==> config.mk <==
export PLATFORM = sky130hd
export DESIGN_NAME = cpu_control_unit
export DESIGN_NICKNAME = d
export VERILOG_FILES = /design/src/rtl/cpu_control_unit.sv
export SDC_FILE = /design/constraint.sdc
export NUM_CORES = 1
export LEC_CHECK = 0
export CORE_UTILIZATION = 45
export CTS_BUF_LIST = sky130_fd_sc_hd__clkbuf_4 sky130_fd_sc_hd__clkbuf_8 sky130_fd_sc_hd__clkbuf_16
export CTS_CLUSTER_SIZE = 30
export DETAILED_ROUTE_END_ITERATION = 8
export PLACE_DENSITY = 0.67
export SETUP_SLACK_MARGIN = 0.2
export SLEW_MARGIN = 10
export SYNTH_ARGS = -nofsm -noshare
export SYNTH_HDL_FRONTEND = slang
export SYNTH_SLANG_ARGS = --single-unit
export TNS_END_PERCENT = 50
==> constraint.sdc <==
create_clock -name clk -period 5.2 [get_ports clk]
set_clock_uncertainty 0.15 [all_clocks]
set_input_delay 1.3 -clock clk [delete_from_list [all_inputs] [get_ports clk]]
set_output_delay 1.3 -clock clk [all_outputs]
set_load 0.01 [all_outputs]
==> src/rtl/cpu_control_unit.sv <==
// Multi-cycle fetch/decode/execute/writeback sequencer for the 8-bit mini CPU.
// Owns pc, ir, a 4x8 register file and the {Z,C,V} flags; drives the external ALU.
module cpu_control_unit #(
  parameter logic [7:0] RESET_PC   = 8'h00,
  parameter bit         AUTO_START = 1'b0
) (
  input  logic        clk,
  input  logic        rst_n,
  input  logic        start,
  output logic        imem_en,
  output logic [7:0]  imem_addr,
  input  logic [15:0] imem_rdata,
  output logic [7:0]  alu_a,
  output logic [7:0]  alu_b,
  output logic [3:0]  alu_opcode,
  input  logic [7:0]  alu_result,
  input  logic        alu_zero,
  input  logic        alu_carry,
  input  logic        alu_overflow,
  output logic [2:0]  flags,
  output logic [7:0]  pc,
  output logic        halted,
  output logic        instr_done,
  input  logic [1:0]  dbg_sel,
  output logic [7:0]  dbg_data
);

  typedef enum logic [2:0] {
    S_IDLE, S_FETCH, S_DECODE, S_EXECUTE, S_WRITEBACK, S_HALT
  } state_t;

  localparam logic [3:0] OP_CMP  = 4'h9;
  localparam logic [3:0] OP_LDI  = 4'hA;
  localparam logic [3:0] OP_JZ   = 4'hB;
  localparam logic [3:0] OP_JMP  = 4'hC;
  localparam logic [3:0] OP_HALT = 4'hF;
  localparam logic [3:0] ALU_IDLE = 4'hF;
  localparam logic [3:0] ALU_PASS_B = 4'h8;

  state_t      state;
  logic [15:0] ir;
  logic [7:0]  result;
  logic [7:0]  regs [4];

  // Fields of the word arriving from memory (used in DECODE) and of the held ir
  logic [3:0] f_op;
  logic [1:0] f_rd, f_rs;
  logic [7:0] f_imm;
  logic [3:0] ir_op;
  logic [1:0] ir_rd;
  logic [7:0] ir_imm;

  assign f_op   = imem_rdata[15:12];
  assign f_rd   = imem_rdata[11:10];
  assign f_rs   = imem_rdata[9:8];
  assign f_imm  = imem_rdata[7:0];
  assign ir_op  = ir[15:12];
  assign ir_rd  = ir[11:10];
  assign ir_imm = ir[7:0];

  assign imem_addr = pc;
  assign dbg_data  = regs[dbg_sel];

  always_ff @(posedge clk or negedge rst_n) begin
    if (!rst_n) begin
      state      <= S_IDLE;
      pc         <= RESET_PC;
      ir         <= 16'h0000;
      result     <= 8'h00;
      flags      <= 3'b000;
      imem_en    <= 1'b0;
      halted     <= 1'b0;
      instr_done <= 1'b0;
      alu_a      <= 8'h00;
      alu_b      <= 8'h00;
      alu_opcode <= ALU_IDLE;
      for (int i = 0; i < 4; i++) regs[i] <= 8'h00;
    end else begin
      instr_done <= 1'b0;
      case (state)
        S_IDLE: begin
          if (start || AUTO_START) begin
            state   <= S_FETCH;
            imem_en <= 1'b1;
          end
        end
        S_FETCH: begin
          imem_en <= 1'b0;
          state   <= S_DECODE;
        end
        S_DECODE: begin
          // ALU operands are registered here from the incoming word so they
          // are stable for the whole EXECUTE cycle.
          ir    <= imem_rdata;
          state <= S_EXECUTE;
          if (f_op <= OP_CMP) begin
            alu_a      <= regs[f_rd];
            alu_b      <= regs[f_rs];
            alu_opcode <= f_op;
          end else if (f_op == OP_LDI) begin
            alu_a      <= regs[f_rd];
            alu_b      <= f_imm;
            alu_opcode <= ALU_PASS_B;
          end
        end
        S_EXECUTE: begin
          alu_a      <= 8'h00;
          alu_b      <= 8'h00;
          alu_opcode <= ALU_IDLE;
          result     <= (ir_op == OP_LDI) ? ir_imm : alu_result;
          case (ir_op)
            OP_JZ: begin
              pc         <= flags[2] ? ir_imm : pc + 8'd1;
              instr_done <= 1'b1;
              imem_en    <= 1'b1;
              state      <= S_FETCH;
            end
            OP_JMP: begin
              pc         <= ir_imm;
              instr_done <= 1'b1;
              imem_en    <= 1'b1;
              state      <= S_FETCH;
            end
            4'hD, 4'hE: begin
              pc         <= pc + 8'd1;
              instr_done <= 1'b1;
              imem_en    <= 1'b1;
              state      <= S_FETCH;
            end
            OP_HALT: begin
              halted <= 1'b1;
              state  <= S_HALT;
            end
            default: begin
              flags <= {alu_zero, alu_carry, alu_overflow};
              state <= S_WRITEBACK;
            end
          endcase
        end
        S_WRITEBACK: begin
          if (ir_op != OP_CMP) regs[ir_rd] <= result;
          pc         <= pc + 8'd1;
          instr_done <= 1'b1;
          imem_en    <= 1'b1;
          state      <= S_FETCH;
        end
        S_HALT: begin
          halted <= 1'b1;
        end
        default: state <= S_IDLE;
      endcase
    end
  end

endmodule

# After elaboration in Yosys (flattened, before gate mapping)
# Cells that the tools add are included.
[totals]
ff_bits = 93
in_bits = 32
out_inout_bits = 50
wordCells = 97
[classes]
add_sub_neg = 1
n_lt_le_gt_ge = 6
n_eq_ne = 18
mux = 35
bitwise_logic = 6
reduce_logical = 16
[ops]
columns = ["cell", "n"]
rows = [
  ["8-bit 2-to-1 mux", 13],
  ["8-bit binary-select mux with 2-bit select", 3],
  ["8-bit one-hot mux with 2 select lines", 3],
  ["32-bit bitwise mux", 1],
  ["4-bit equality test, second input constant", 7],
  ["8-bit one-hot mux with 3 select lines", 1],
  ["3-bit one-hot mux with 6 select lines", 1],
  ["8-bit demux with 2-bit select", 1],
  ["3-bit greater-or-equal comparator, second input constant", 4],
  ["2-bit inverter with 3-bit output", 4],
  ["2-bit AND reduction", 6],
  ["8-bit by 1-bit adder with 8-bit output, second input constant", 1],
  ["4-bit 2-to-1 mux", 2],
  ["4-bit inequality test, second input constant", 2],
  ["4-bit one-hot mux with 2 select lines", 1],
  ["3-bit by 2-bit equality test with 1-bit output, second input constant", 2],
  ["3-bit equality test, second input constant", 2],
  ["2-bit inequality test, second input constant", 3],
  ["3-bit one-hot mux with 2 select lines", 1],
  ["2-bit nonzero test", 3],
  ["5-bit OR reduction", 1],
  ["4-bit <= comparator, second input constant", 1],
  ["1-bit 2-to-1 mux", 4],
  ["1-bit one-hot mux with 2 select lines", 2],
  ["12 further kinds", 13],
]

# Logic depth before layout (Yosys ltp)
# Gate-level depths: netlist of the first run.
[depth]
word_depth = 7
depth_mapped = 8
depth_no_buf = 6

# Least setup slack after synthesis of the first run
# OpenSTA, ideal clock, no wires.
[synth_path]
kind = "input port to output port"
from = "in dbg_sel[0]"
to = "out dbg_data[0]"
arrival_ns = 2.315
required_ns = 3.750
slack_ns = 1.435
path_stages = 2
n_path_buf = 1
cell_sequence = "clkbuf_1 > mux4_2"
[synth_between]
elab_chain_cells = 4
[synth_lines]
columns = ["item", "line", "rtl"]
rows = [
  ["start: declaration", "24", "input logic [1:0] dbg_sel,"],
  ["2-bit inverter with 3-bit output (implied by the code)", "62", "assign dbg_data = regs[dbg_sel];"],
  ["8-bit binary-select mux with 2-bit select", "62", ""],
  ["8-bit 2-to-1 mux (implied by the code) (2 in a row)", "62", ""],
  ["end: declaration", "25", "output logic [7:0] dbg_data"],
]
# No other way between the ends. The select of a mux whose other input is x is not followed.

# Worst setup path in the final report of the first run
[layout_path]
from = "in dbg_sel[0]"
to = "out dbg_data[2]"
# The elaborated chain is that of the path after synthesis.

==> flow_summary.rst, run 1 <==
.. list-table::
   :header-rows: 1

   * - Metric
     - Value
   * - Run status
     - finished, final reports clean
   * - Setup slack on the worst flop-to-flop path
     - 2.83 ns
   * - Logic gate share of total power
     - 0.441
   * - Family of cells with the greatest summed delay on the critical path
     - buffers and inverters
   * - Slew Limit Headroom
     - 0.416
   * - Post-Synthesis Net Count
     - 422
   * - Share of the cycle needed by the critical path after routing
     - 0.856
   * - Mean instance size in the synthesized netlist
     - 12.0 sq um
   * - Proportion of layout cells with a drive suffix above 1
     - 0.232
   * - Die area
     - 10800 sq um
   * - Ports
     - 82
   * - Post-Route Utilization
     - 0.577
   * - Buffers from clock root to sink, at most
     - 2
   * - Worst hold-check slack
     - 0.335 ns
   * - Count of unique library cells instantiated by Yosys
     - 52
   * - Placed Area
     - 5530 sq um
   * - Clock tree sinks
     - 91
   * - Global-route total usage across every layer
     - 0.212
   * - Signed area change from the synthesized netlist to the final layout
     - 22.6%
   * - Clock tree from TritonCTS
     - built
   * - Switching Fraction
     - 0.375
   * - Min-Delay Path Class
     - reg2reg
   * - Worst hold endpoint
     - alu_opcode[2]
   * - Critical Setup Path Class
     - in2out
   * - GRT Residual Overflow
     - 0
   * - Number of placement rows
     - 36
   * - Seq/Total Area, Yosys
     - 0.489
   * - Arrival @ worst endpoint
     - 3.00 ns
   * - Max_cap viols
     - 0
   * - Initial antenna violation count
     - 0
   * - N_diodes
     - 0
   * - Fraction of registers with async set or reset after synthesis
     - 1.00
   * - Startpoint type of the worst setup path
     - primary input
   * - DR DRC count
     - 0
   * - Register bit total from synthesis
     - 91
   * - Part of the total power dissipated in the clock network
     - 0.140
   * - Total negative slack
     - 0 ns
   * - CTS clk-pin slew, worst paths
     - 0.09 ns
   * - Die Ht
     - 104 um
   * - Number of enable flip-flop cells after synthesis
     - 0
   * - Initial cell density of the core
     - 0.471
   * - Unrepaired setup endpoints after global routing
     - false
   * - Placeable core region
     - 9910 sq um
   * - WL/cell
     - 18.0 um
   * - Design Area, Final
     - 5720 sq um
   * - # nets final
     - 493
   * - Hold bufs inserted after CTS
     - 0
   * - Total vias in the final route
     - 3309
   * - DR iter-0 viols
     - 111
   * - Clock buffer count from CTS
     - 9
   * - Number of nets with antenna violations after detailed routing
     - 0
   * - Placer's final routability congestion estimate
     - 0.860
   * - Delay of the slowest cell on the worst path
     - 0.54 ns
   * - Final number of setup-violating endpoints
     - 0
   * - Worst reg2reg path depth
     - 5
   * - Buf+Inv Stages, Crit Path
     - 3
   * - Max Freq
     - 0.225 GHz
   * - Highest net fanout along the worst path
     - 8
   * - Sequential group share of total power
     - 0.419
   * - Largest net degree at the start of global routing
     - 57
   * - Hold-critical path depth
     - 2
   * - Combinational family with the most area after synthesis
     - multiplexers
   * - Number of vias per cell
     - 5.53
   * - Max-slew violation count
     - 0
   * - NetSw
     - 1.23 mW
   * - Worst reg2reg path startpoint
     - state[2]
   * - Input/output buffers
     - 81
   * - Cells traversed along the worst timing path
     - clkdlybuf4s50_1, buf_4, mux4_2, clkdlybuf4s50_1
   * - Fin. Hold Viols
     - 0
   * - Hold Startpoint
     - alu_opcode[2]
   * - Maximum ir drop on the vdd rail
     - 0.265 mV
   * - CTS Root Buffer Type
     - sky130_fd_sc_hd__clkbuf_8
   * - Worst path most repeated cell
     - sky130_fd_sc_hd__clkdlybuf4s50_1
   * - Pleak
     - 2.41 nW
   * - Power density relative to cell area
     - 573 nW/um^2
   * - PostCTS Resize Cnt
     - 0
   * - Die outline width
     - 104 um
   * - Global-route wire length before repair
     - 17.8 mm
   * - Share of cell area taken by muxes after synthesis
     - 0.255
   * - Maximum level of the CTS H-tree
     - 3
   * - Actual transition at the worst max-transition pin
     - 0.875 ns
   * - Synth Cell Area
     - 4660 sq um
   * - Worst Path Required
     - 3.75 ns
   * - Most used flip-flop cell after synthesis
     - sky130_fd_sc_hd__dfrtp_1
   * - Xor/xnor cell area share of the yosys netlist
     - 0.00188
   * - Simple-gate portion of the synthesized area
     - 0.131
   * - Synth Instances
     - 389
   * - Post-CTS setup-driven buffer insertion count
     - 0
   * - Worst-skew pair later-pin latency
     - 0.35 ns
   * - Worst reg2reg path endpoint
     - alu_b[3]
   * - Critical-path top delay cell
     - sky130_fd_sc_hd__mux4_2
   * - Adder-cell share of the synthesized area
     - 0.00268
   * - Total power of the final layout
     - 3.28 mW
   * - Internal power
     - 2.05 mW
   * - Period minus WS final
     - 4.45 ns
   * - Compound-Gate Fraction of Synth Area
     - 0.0853
   * - Yosys warning total
     - 0
   * - Vias in the first global route
     - 3388
   * - Total wire length
     - 10.8 mm
   * - Type of element capturing the critical path
     - primary output
   * - Post-DP HPWL
     - 7.95 mm
   * - TritonRoute pass-1 iters
     - 4
-- layout by cell type, fill, tap and decap left out, drive strengths merged, types with 4 or more instances in the layout --
cell / count
nor2: 21
mux2: 48
mux2i: 11
o21ai: 26
a31oi: 8
clkdlybuf4s50: 80
clkbuf: 10
dfrtp: 87
nand2: 51
inv: 8
and3b: 4
buf: 5
mux4: 24
nor3: 4
o21a: 4
dfstp: 4
nand3: 17
nand2b: 6
a21oi: 13
-- worst reg2reg max path, stage by stage, from the launching register on --
cell and delay (ns):
sky130_fd_sc_hd__dfrtp_1 0.48, sky130_fd_sc_hd__nand2b_1 0.23, sky130_fd_sc_hd__nand2b_1 0.32, sky130_fd_sc_hd__nor2_2 0.76, sky130_fd_sc_hd__o21ai_0 0.18, sky130_fd_sc_hd__a31oi_1 0.17
-- metrics by stage --
stage,setup slack [ns],instances
after floorplan,1.43,389
after global placement,0.745,582
after detailed placement,0.733,582
after CTS,0.731,598
after global routing,0.692,598
final,0.749,598
-- cell families after synthesis --
family	after synthesis
XOR/XNOR	1
adder cells (fa/ha/maj)	1
multiplexers	83
flip-flops	91
AND/OR/NAND/NOR	116
buffers and inverters	31
AO/OA/AOI/OAI	66
-- synth_stat cells (all sizes together), types with 2 or more instances --
cell type   n  area [sq um]
a21boi      2          15.0
a21oi      13          65.1
a31oi       8          50.1
and3b       4          35.0
buf        18           109
clkbuf      7          27.5
dfrtp      87          2180
dfstp       4           105
inv         6          22.5
mux2       48           541
mux2i      11           110
mux4       24           541
nand2      51           191
nand2b      6          52.6
nand3      17          85.1
nand4       2          12.5
nor2       21           105
nor3        4          31.3
nor3b       2          37.5
o21a        4          30.0
o21ai      26           134
o22ai       3          18.8
or3         2          12.5
-- final cells by class --
class                      instances  area [sq um]
clock buffer                      10           138
clock inverter                     6          47.5
tap                              133           166
sequential                        91          2280
multi-input combinational        267          2220
inverter                           6          22.5
timing repair buffer              85           838
fill                             858          4190
-- registers in the layout, indices dropped and copies added, names as in the netlist --
| signal | cells |
|---|---|
| imem_en | 1 |
| instr_done | 1 |
| regs | 32 |
| result | 8 |
| alu_b | 8 |
| alu_a | 8 |
| halted | 1 |
| state | 3 |
| alu_opcode | 4 |
| imem_addr | 8 |
| ir | 14 |
| flags | 3 |
-- power by group through the flow --
stage	clock network (mW)	logic [mW]	registers, mW
CTS	0.466	1.46	1.37
detailed placement	0	1.45	1.39
floorplan	0	0.927	1.33
finish	0.457	1.45	1.37
global placement	0	1.42	1.37
global route	0.498	1.58	1.43
-- metal layers --
metal  wire length [um]  track usage  up-vias  share of wire
li1                   -            -     1558              -
met1               4940        0.298     1650           0.46
met2               5230        0.337       90           0.49
met3                435       0.0321       11          0.040
met4                153       0.0704        0          0.014
met5                  0            0        -              0
-- worst max path at each step --
| stage | from | end | slack (ns) | depth (start not counted) |
|---|---|---|---|---|
| 6_report | dbg_sel[0] | dbg_data[2] | 0.75 | 4 |
| 4_1_cts | dbg_sel[0] | dbg_data[2] | 0.73 | 4 |
| 5_1_grt | dbg_sel[0] | dbg_data[2] | 0.69 | 4 |
| 3_3_place_gp | dbg_sel[0] | dbg_data[7] | 0.75 | 4 |
| 3_5_place_dp | dbg_sel[0] | dbg_data[2] | 0.73 | 4 |
| 2_1_floorplan | dbg_sel[0] | dbg_data[0] | 1.43 | 2 |
(Power assumes the default switching activity.)
==> run 2, diff against run 1 <==
--- a/config.mk
+++ b/config.mk
@@ -5,12 +5,15 @@
 export SDC_FILE = /design/constraint.sdc
 export NUM_CORES = 1
 export LEC_CHECK = 0
+export CAP_MARGIN = 20
+export CORE_MARGIN = 2
 export CORE_UTILIZATION = 45
 export CTS_BUF_LIST = sky130_fd_sc_hd__clkbuf_4 sky130_fd_sc_hd__clkbuf_8 sky130_fd_sc_hd__clkbuf_16
 export CTS_CLUSTER_SIZE = 30
 export DETAILED_ROUTE_END_ITERATION = 8
 export PLACE_DENSITY = 0.67
 export SETUP_SLACK_MARGIN = 0.2
+export SKIP_CTS_REPAIR_TIMING = 1
 export SLEW_MARGIN = 10
 export SYNTH_ARGS = -nofsm -noshare
 export SYNTH_HDL_FRONTEND = slang
==> flow_summary.rst, run 2 (same netlist as run 1, synthesis figures left out) <==
.. list-table::
   :header-rows: 1

   * - Metric
     - Value
   * - Signed area change from the synthesized netlist to the final layout
     - 22.8%
   * - Largest net degree at the start of global routing
     - 59 (+3.5%)
   * - Ports
     - 82 (unchanged)
   * - Maximum level of the CTS H-tree
     - 3 (unchanged)
   * - N_diodes
     - 0 (unchanged)
   * - Register ranked first by flip-flop count
     - regs
   * - Die outline width
     - 106 um (+1.9%)
   * - Fin. Hold Viols
     - 0 (unchanged)
   * - Number of flip-flops under the largest register name
     - 32 (unchanged)
   * - Unrepaired setup endpoints after global routing
     - false
   * - Power density relative to cell area
     - 580 nW/um^2 (+1.2%)
   * - Initial cell density of the core
     - 0.458 (-0.0127)
   * - Post-Route Utilization
     - 0.562 (-0.0147)
   * - GRT Residual Overflow
     - 0 (unchanged)
   * - Max_cap viols
     - 0 (unchanged)
   * - DR iter-0 viols
     - 214 (+93%)
   * - Total negative slack
     - 0 ns (unchanged)
   * - Min-Delay Path Class
     - reg2reg
   * - Number of nets with antenna violations after detailed routing
     - 0 (unchanged)
   * - Slew Limit Headroom
     - 0.372 (-0.0444)
   * - Logic gate share of total power
     - 0.435 (-0.006)
   * - Global-route total usage across every layer
     - 0.211 (-0.00126)
   * - Buffers from clock root to sink, at most
     - 2 (unchanged)
   * - Placeable core region
     - 10200 sq um (+2.8%)
   * - Proportion of layout cells with a drive suffix above 1
     - 0.231 (-0.00165)
   * - Global-route wire length before repair
     - 18.1 mm (+1.7%)
   * - Most frequent cells in the layout
     - sky130_fd_sc_hd__dfrtp_1 (87), sky130_fd_sc_hd__clkdlybuf4s50_1 (80), sky130_fd_sc_hd__nand2_1 (51), sky130_fd_sc_hd__mux2_2 (48)
   * - Post-DP HPWL
     - 8.12 mm (+2.2%)
   * - Filler Cell Count
     - 888 (+3.5%)
   * - Maximum ir drop on the vdd rail
     - 0.222 mV (-16%)
   * - Sequential group share of total power
     - 0.418 (about the same)
   * - Arrival @ worst endpoint
     - 3.22 ns (+0.22 ns)
   * - Largest registers
     - regs (32), ir (14)
   * - Worst-skew pair later-pin latency
     - 0.36 ns (about the same)
   * - CTS Root Buffer Type
     - sky130_fd_sc_hd__clkbuf_8
   * - Clock tree from TritonCTS
     - built
   * - Period minus WS final
     - 4.67 ns (+0.222 ns)
   * - Leading cell type in the layout, fill and taps excluded
     - sky130_fd_sc_hd__dfrtp_1
   * - Die area
     - 11200 sq um (+3.9%)
   * - Final number of setup-violating endpoints
     - 0 (unchanged)
   * - CTS clk-pin slew, worst paths
     - 0.09 ns (about the same)
   * - Clock tree sinks
     - 91 (unchanged)
   * - Run status
     - finished, final reports clean
   * - Switching Fraction
     - 0.374 (-0.00148)
   * - # nets final
     - 492 (-0.20%)
   * - Part of the total power dissipated in the clock network
     - 0.147 (+0.007)
   * - Startpoint type of the worst setup path
     - primary input
   * - Number of vias per cell
     - 5.71 (+3.3%)
   * - DR DRC count
     - 0 (unchanged)
   * - Highest net fanout along the worst path
     - 8 (unchanged)
   * - Vias in the first global route
     - 3294 (-2.8%)
   * - Critical Setup Path Class
     - in2out
   * - Die Ht
     - 106 um (+1.9%)
   * - Pleak
     - 2.41 nW (about the same)
   * - NetSw
     - 1.24 mW (+0.99%)
   * - Initial antenna violation count
     - 0 (unchanged)
   * - Internal power
     - 2.08 mW (+1.6%)
   * - Actual transition at the worst max-transition pin
     - 0.941 ns (+0.0666 ns)
   * - WL/cell
     - 18.7 um (+4.1%)
   * - Max-slew violation count
     - 0 (unchanged)
   * - Share of the cycle needed by the critical path after routing
     - 0.899 (+0.0427)
   * - Max Freq
     - 0.214 GHz (-4.8%)
   * - Number of placement rows
     - 37 (+2.8%)
   * - Input/output buffers
     - 81 (unchanged)
   * - TritonRoute pass-1 iters
     - 4 (unchanged)
   * - Total vias in the final route
     - 3428 (+3.6%)
   * - Placer's final routability congestion estimate
     - 0.811 (-5.7%)
   * - Type of element capturing the critical path
     - primary output
   * - Worst Path Required
     - 3.75 ns (about the same)
   * - Clock buffer count from CTS
     - 9 (unchanged)
   * - Total wire length
     - 11.2 mm (+4.5%)
-- run 2: cell count changes in the layout (fill, tap and decap cells not counted), sizes merged --
cell | before | now
inv | 8 | 9
buf | 5 | 4
clkbuf | 10 | 9
clkinv | 3 | 2
bufinv | 0 | 1
-- run 2: final cells by class --
cell class,count,area [sq um],share of cell area
clock buffer,9,124,0.0216
clock inverter,7,73.8,0.0129
inverter,6,22.5,0.00393
multi-input combinational,267,2220,0.388
sequential,91,2280,0.399
tap,136,170,0.0297
timing repair buffer,84,831,0.145
-- run 2: metal layers --
metal / GRT usage / wire, um / vias to the layer above
met5: 0 / 0 / -
met1: 0.303 / 4930 / 1762
met2: 0.336 / 5610 / 93
met4: 0.0555 / 130 / 0
li1: - / - / 1563
met3: 0.0322 / 565 / 10
-- run 2: final timing paths --
path,endpoint,depth (start not counted),slack (ns),start
hold / removal,halted,1,0.34,halted
hold reg to reg,halted,1,0.34,halted
setup / recovery,dbg_data[7],3,0.53,dbg_sel[0]
min in group asynchronous,imem_en,1,0.84,rst_n
setup reg to reg,alu_b[5],5,2.80,state[2]
max in group asynchronous,regs[25],2,3.13,rst_n
-- run 2: through the flow --
step                worst slack [ns]  hold WS [ns]  std cells  instance area, sq um  power (mW)
CTS                            0.486         0.346        600                  5730        3.35
finish                         0.527         0.340        600                  5730        3.32
floorplan                       1.43         0.339        389                  4660        2.26
detailed placement             0.485         0.321        584                  5530        2.85
global placement               0.539         0.311        584                  5530        2.81
global route                   0.402         0.376        600                  5730        3.54
-- run 2: critical path, stage by stage --
cell                              delay [ns]
sky130_fd_sc_hd__clkdlybuf4s50_1        0.84
sky130_fd_sc_hd__mux4_2                 0.59
sky130_fd_sc_hd__clkdlybuf4s50_1        0.49
-- run 2: power groups by stage --
stage	Combinational (mW)	Sequential, mW	Clock [mW]
after floorplan	0.927	1.33	0
after global placement	1.42	1.39	0
after detailed placement	1.45	1.40	0
after CTS	1.46	1.39	0.500
after global routing	1.57	1.44	0.528
final	1.44	1.39	0.489
